==> config.mk <==
export PLATFORM = sky130hd
export DESIGN_NAME = ifu_fetch_flat
export DESIGN_NICKNAME = d
export VERILOG_FILES = /design/src/rtl/ifu_fetch_if.sv /design/src/rtl/ifu_fetch.sv /design/src/flat_wrapper.sv
export SDC_FILE = /design/constraint.sdc
export NUM_CORES = 1
export LEC_CHECK = 0
export BUFFER_PORTS_ARGS = -buffer_cell sky130_fd_sc_hd__buf_2
export CORE_MARGIN = 5
export CORE_UTILIZATION = 40
export DETAILED_ROUTE_END_ITERATION = 6
export MAX_ROUTING_LAYER = met4
export PLACE_DENSITY = 0.7
export SYNTH_ARGS = -nofsm -noshare
export SYNTH_HDL_FRONTEND = slang
export SYNTH_SLANG_ARGS = --single-unit
==> constraint.sdc <==
create_clock -name clk -period 1.8 [get_ports clk]
set_input_delay 0.09 -clock clk [delete_from_list [all_inputs] [get_ports clk]]
set_output_delay 0.09 -clock clk [all_outputs]
set_load 0.01 [all_outputs]
==> src/rtl/ifu_fetch_if.sv <==
// rtl/ifu_fetch_if.sv - fetch-stage bus: instruction-memory request/ack and decode valid/ready
interface ifu_fetch_if;
    logic        imem_req;
    logic [31:0] imem_addr;
    logic        imem_ack;
    logic [31:0] imem_rdata;
    logic [31:0] instruction;
    logic [31:0] nowPC;
    logic        instr_valid;
    logic        instr_ready;
    logic [31:0] nextPC;

    modport master (
        output imem_req, imem_addr, instruction, nowPC, instr_valid,
        input  imem_ack, imem_rdata, instr_ready, nextPC
    );

    modport slave (
        input  imem_req, imem_addr, instruction, nowPC, instr_valid,
        output imem_ack, imem_rdata, instr_ready, nextPC
    );
endinterface

==> src/rtl/ifu_fetch.sv <==
// rtl/ifu_fetch.sv - instruction-fetch stage; ALIGN_CHK_EN enables the misaligned-PC fault state
module ifu_fetch #(
    parameter logic [31:0] RESET_PC = 32'h0000_3000,
    parameter int          CNT_W    = 32
) (
    input  logic             clk,
    input  logic             rst_n,
    ifu_fetch_if.master      bus,
    output logic [CNT_W-1:0] retired,
    output logic             fault
);

`ifdef ALIGN_CHK_EN
    typedef enum logic [1:0] {BOOT, REQ, VALID, FAULT} state_t;
`else
    typedef enum logic [1:0] {BOOT, REQ, VALID} state_t;
`endif

    state_t            state, state_d;
    logic              req_d, valid_d, fault_d;
    logic [31:0]       pc_d, instr_d;
    logic [CNT_W-1:0]  retired_d;
    logic              load, consume;

    assign load    = (state == REQ)   && bus.imem_ack;
    assign consume = (state == VALID) && bus.instr_ready;

    // The address comes straight from the held PC; it only matters while imem_req=1.
    assign bus.imem_addr = bus.nowPC;

    always_ff @(posedge clk or negedge rst_n) begin
        if (!rst_n) state <= BOOT;
        else        state <= state_d;
    end

    always_comb begin
        state_d = state;
        case (state)
            BOOT:  state_d = REQ;
            REQ:   if (bus.imem_ack) state_d = VALID;
            VALID: begin
                if (bus.instr_ready) begin
`ifdef ALIGN_CHK_EN
                    state_d = (bus.nextPC[1:0] != 2'b00) ? FAULT : REQ;
`else
                    state_d = REQ;
`endif
                end
            end
`ifdef ALIGN_CHK_EN
            FAULT: state_d = FAULT;
`endif
            default: state_d = BOOT;
        endcase
    end

    always_comb begin
        req_d     = (state_d == REQ);
        valid_d   = (state_d == VALID);
        instr_d   = load ? bus.imem_rdata : bus.instruction;
        retired_d = consume ? retired + CNT_W'(1) : retired;
        fault_d   = fault;
        pc_d      = bus.nowPC;
        if (consume) begin
`ifdef ALIGN_CHK_EN
            pc_d    = bus.nextPC;
            fault_d = fault | (bus.nextPC[1:0] != 2'b00);
`else
            pc_d    = bus.nextPC & ~32'h0000_0003;
`endif
        end
    end

    always_ff @(posedge clk or negedge rst_n) begin
        if (!rst_n) begin
            bus.imem_req    <= 1'b0;
            bus.instr_valid <= 1'b0;
            bus.instruction <= 32'h0000_0000;
            bus.nowPC       <= RESET_PC;
            retired         <= '0;
            fault           <= 1'b0;
        end else begin
            bus.imem_req    <= req_d;
            bus.instr_valid <= valid_d;
            bus.instruction <= instr_d;
            bus.nowPC       <= pc_d;
            retired         <= retired_d;
            fault           <= fault_d;
        end
    end

endmodule

==> src/flat_wrapper.sv <==
// flat-port wrapper written by rule: the top's interface ports become plain ports
module ifu_fetch_flat 
#(
    parameter logic [31:0] RESET_PC = 32'h0000_3000,
    parameter int          CNT_W    = 32
)
  (clk, rst_n, retired, fault, bus_imem_req, bus_imem_addr, bus_instruction, bus_nowPC, bus_instr_valid, bus_imem_ack, bus_imem_rdata, bus_instr_ready, bus_nextPC);
  ifu_fetch_if bus_i ();
  input  logic clk;
  input  logic rst_n;
  output logic [CNT_W-1:0] retired;
  output logic fault;
  output wire logic [$bits(bus_i.imem_req)-1:0] bus_imem_req;
  output wire logic [$bits(bus_i.imem_addr)-1:0] bus_imem_addr;
  output wire logic [$bits(bus_i.instruction)-1:0] bus_instruction;
  output wire logic [$bits(bus_i.nowPC)-1:0] bus_nowPC;
  output wire logic [$bits(bus_i.instr_valid)-1:0] bus_instr_valid;
  input wire logic [$bits(bus_i.imem_ack)-1:0] bus_imem_ack;
  input wire logic [$bits(bus_i.imem_rdata)-1:0] bus_imem_rdata;
  input wire logic [$bits(bus_i.instr_ready)-1:0] bus_instr_ready;
  input wire logic [$bits(bus_i.nextPC)-1:0] bus_nextPC;
  assign bus_imem_req = bus_i.imem_req;
  assign bus_imem_addr = bus_i.imem_addr;
  assign bus_instruction = bus_i.instruction;
  assign bus_nowPC = bus_i.nowPC;
  assign bus_instr_valid = bus_i.instr_valid;
  assign bus_i.imem_ack = bus_imem_ack;
  assign bus_i.imem_rdata = bus_imem_rdata;
  assign bus_i.instr_ready = bus_instr_ready;
  assign bus_i.nextPC = bus_nextPC;
  ifu_fetch #(.RESET_PC(RESET_PC), .CNT_W(CNT_W)) u_core (.clk(clk), .rst_n(rst_n), .bus(bus_i), .retired(retired), .fault(fault));
endmodule
==> reports/metrics.cfg <==
[setup_path]
reg2reg_depth=4
r2r-end=u_core.retired[26]
cp_cell_sequence=nand4_2 > or4_4 > nor4_2 > xor2_1
cp-endpoint=u_core.retired[26]
cp-start-kind=flop
cp-end-kind=flop
critPathMaxFanout=6
cp-startpoint=u_core.retired[17]
crit_slowest_cell=or4_4
worst_ep_required_time_ns=2.09
regToRegSetupSlack_ns=0.15
worstPathArrival_ns=1.94
crit_path_max_incr_delay_ns=0.57
crit_type=flop to flop
crit-reg2reg-launch=u_core.retired[17]

[final_layout]
mostFrequentLayoutCell=buf_2
syn_to_final_growth_pct=41.8
fin_util_pct=58.4
fill_cells=889
multi_input_area_mm2=0.00148
final-seq-area_mm2=0.00245
stdcell_count=746
drive_gt1_share_pct=42.5
final_cell_mix=buf_2, nand2_1, dfrtp_1
final_nets=674
antenna_cells=0

[logic_synthesis]
synthArstFlopShare_pct=100
ys_seq_area_share_pct=57.7
synth_area_mm2=0.00425
syn_avg_cell_area_um2=11.3
ys.flop_type=dfrtp_1
synth_cells=377
ys_seq_elements=98
ys_types=30
yosys_warnings=0
synth_edf_count=0

[global_route]
grt_first_pass_wirelength_mm=18.2
grt_start_max_net_pins=99
track_usage_pct=18.3
grt_pass1_vias=3663
antenna_found_initial=0
grt-ovfl-total=0

[timing]
skew_ns=0.0104
setup_tns_ns=0
slew_headroom_pct=65.6
hold_viol=0
fmax_mhz=606
finalSetupViolations=0
worst_slack_ns=0.151
slew_viol_final=0
holdWs_ns=0.0731
rsz0062_at_grt=no
tightest_slew_ns=0.516
fin_crit_sh_pct=91.6
period_minus_slack_ns=1.65

[run]
maxCapViolations=0

[power]
leakagePower_nw=3.22
p_per_area_mw_per_mm2=1330
ir_drop_v=0.000685

[cts]
clk_path_buf_depth=2
cts_sinks=98
htree_levels=3
clk_pin_slew_ns=0.09
cts_tree=done
clock_latency_ns=0.36
cts_setup_buffers=0
postCtsHoldBufs=63
cts_buffers=9
post_cts_resized=0
cts_root_buf=clkbuf_8

[drt]
drc=0
wl_mm=11.1
first_iter_violations=135
antenna_left=0
vias_per_cell=4.67
dr_total_vias=3486
wl_per_cell_um=14.9
first_pass_iters=4

[floorplan]
core_area_mm2=0.0103
initial_core_util_pct=41.2
top_level_ports=199
die_x_um=113
die-area_mm2=0.0128
die_h_um=113
std_cell_rows=37

[placed_design]
portBuffers=191
place_congestion=0.760
dp_worst_setup_slack_ns=0.170
hpwl_mm=7.26
post-place-cells=667

[outcome]
status=finished, final reports clean

[worst_hold_path]
min_from=bus_instr_ready
min_path_type=input pin to flop

[per-stage QoR]
step           power (mW)  cell area, µm²
4_1_cts              8.05            6030
6_report             7.99            6030
3_5_place_dp         6.34            5170
5_1_grt              8.53            6030
3_3_place_gp         6.24            5170
2_1_floorplan        5.31            4270
[cell families (layout without fill, tap and decap cells)]
kind of cell	after synthesis	count (layout)	synth area share (%)
buffers and inverters	51	280	7.80
XOR/XNOR	31	31	6.39
multiplexers	32	32	8.48
AND/OR/NAND/NOR	160	160	18.9
adder cells (fa/ha/maj)	1	1	0.294
AO/OA/AOI/OAI	3	3	0.353
other	1	5	0.0882
flip-flops	98	98	57.7
[worst min path at each step]
| stage | end | slack [ns] | depth (start not counted) |
|---|---|---|---|
| after floorplan | u_core.bus.imem_addr[10] | -0.21 | 0 |
| after global placement | u_core.bus.imem_addr[24] | 0.18 | 2 |
| after detailed placement | u_core.bus.imem_addr[24] | 0.19 | 2 |
| after CTS | u_core.state[1] | 0.06 | 3 |
| after global routing | u_core.state[1] | 0.11 | 3 |
| final | u_core.state[1] | 0.07 | 3 |
[cells in the mapped netlist (all sizes together) (2+ instances only)]
cell type  number  area, µm²
and4            4       35.0
xor2           13        114
clkbuf          5       18.8
nand2         104        390
dfstp           2       52.6
buf            44        305
dfrtp          96       2400
o21ai           3       15.0
inv             2       7.51
and3            7       43.8
nand4          12       81.3
nor2            4       15.0
xnor2          18        158
nand3b          2       15.0
nor3            4       36.3
nor4            6       75.1
nand3           8       40.0
mux2           32        360
and2            5       31.3
[report_power, final]
group          internal (mW)  switching, mW  total [mW]
Combinational           1.42           1.55        2.97
Clock                  0.823          0.761        1.58
Sequential              2.97          0.472        3.44
Total                   5.21           2.78        7.99
[critical path, delay by kind of cell, from the launching register on]
family / cells / cell delay (ns)
and+or+nand+nor: 3 / 0.92
xor gates and xnor gates: 1 / 0.19
DFF: 1 / 0.45
[registers in the layout, summed over array words and instances, names as in the netlist]
| name | cells |
|---|---|
| u_core.bus.imem_addr | 30 |
| u_core.bus.instruction | 32 |
| u_core.retired | 32 |
| u_core.bus.imem_req | 1 |
| u_core.state | 2 |
| u_core.bus.instr_valid | 1 |
[layout make-up]
type                       count  area share (%)
sequential                    98            40.7
timing repair buffer         262            28.0
multi-input combinational    232            24.6
tap                          136            2.82
clock buffer                  10            2.28
clock inverter                 6            1.49
inverter                       2           0.125
[layer usage]
| metal | share of wire, % | vias up | GRT usage, % |
|---|---|---|---|
| li1 | - | 1653 | - |
| met1 | 39 | 1684 | 20.8 |
| met2 | 52 | 122 | 31.1 |
| met3 | 6.0 | 27 | 3.80 |
| met4 | 2.8 | 0 | 8.25 |
| met5 | 0 | - | - |
Power figures use the tool's default switching activity.
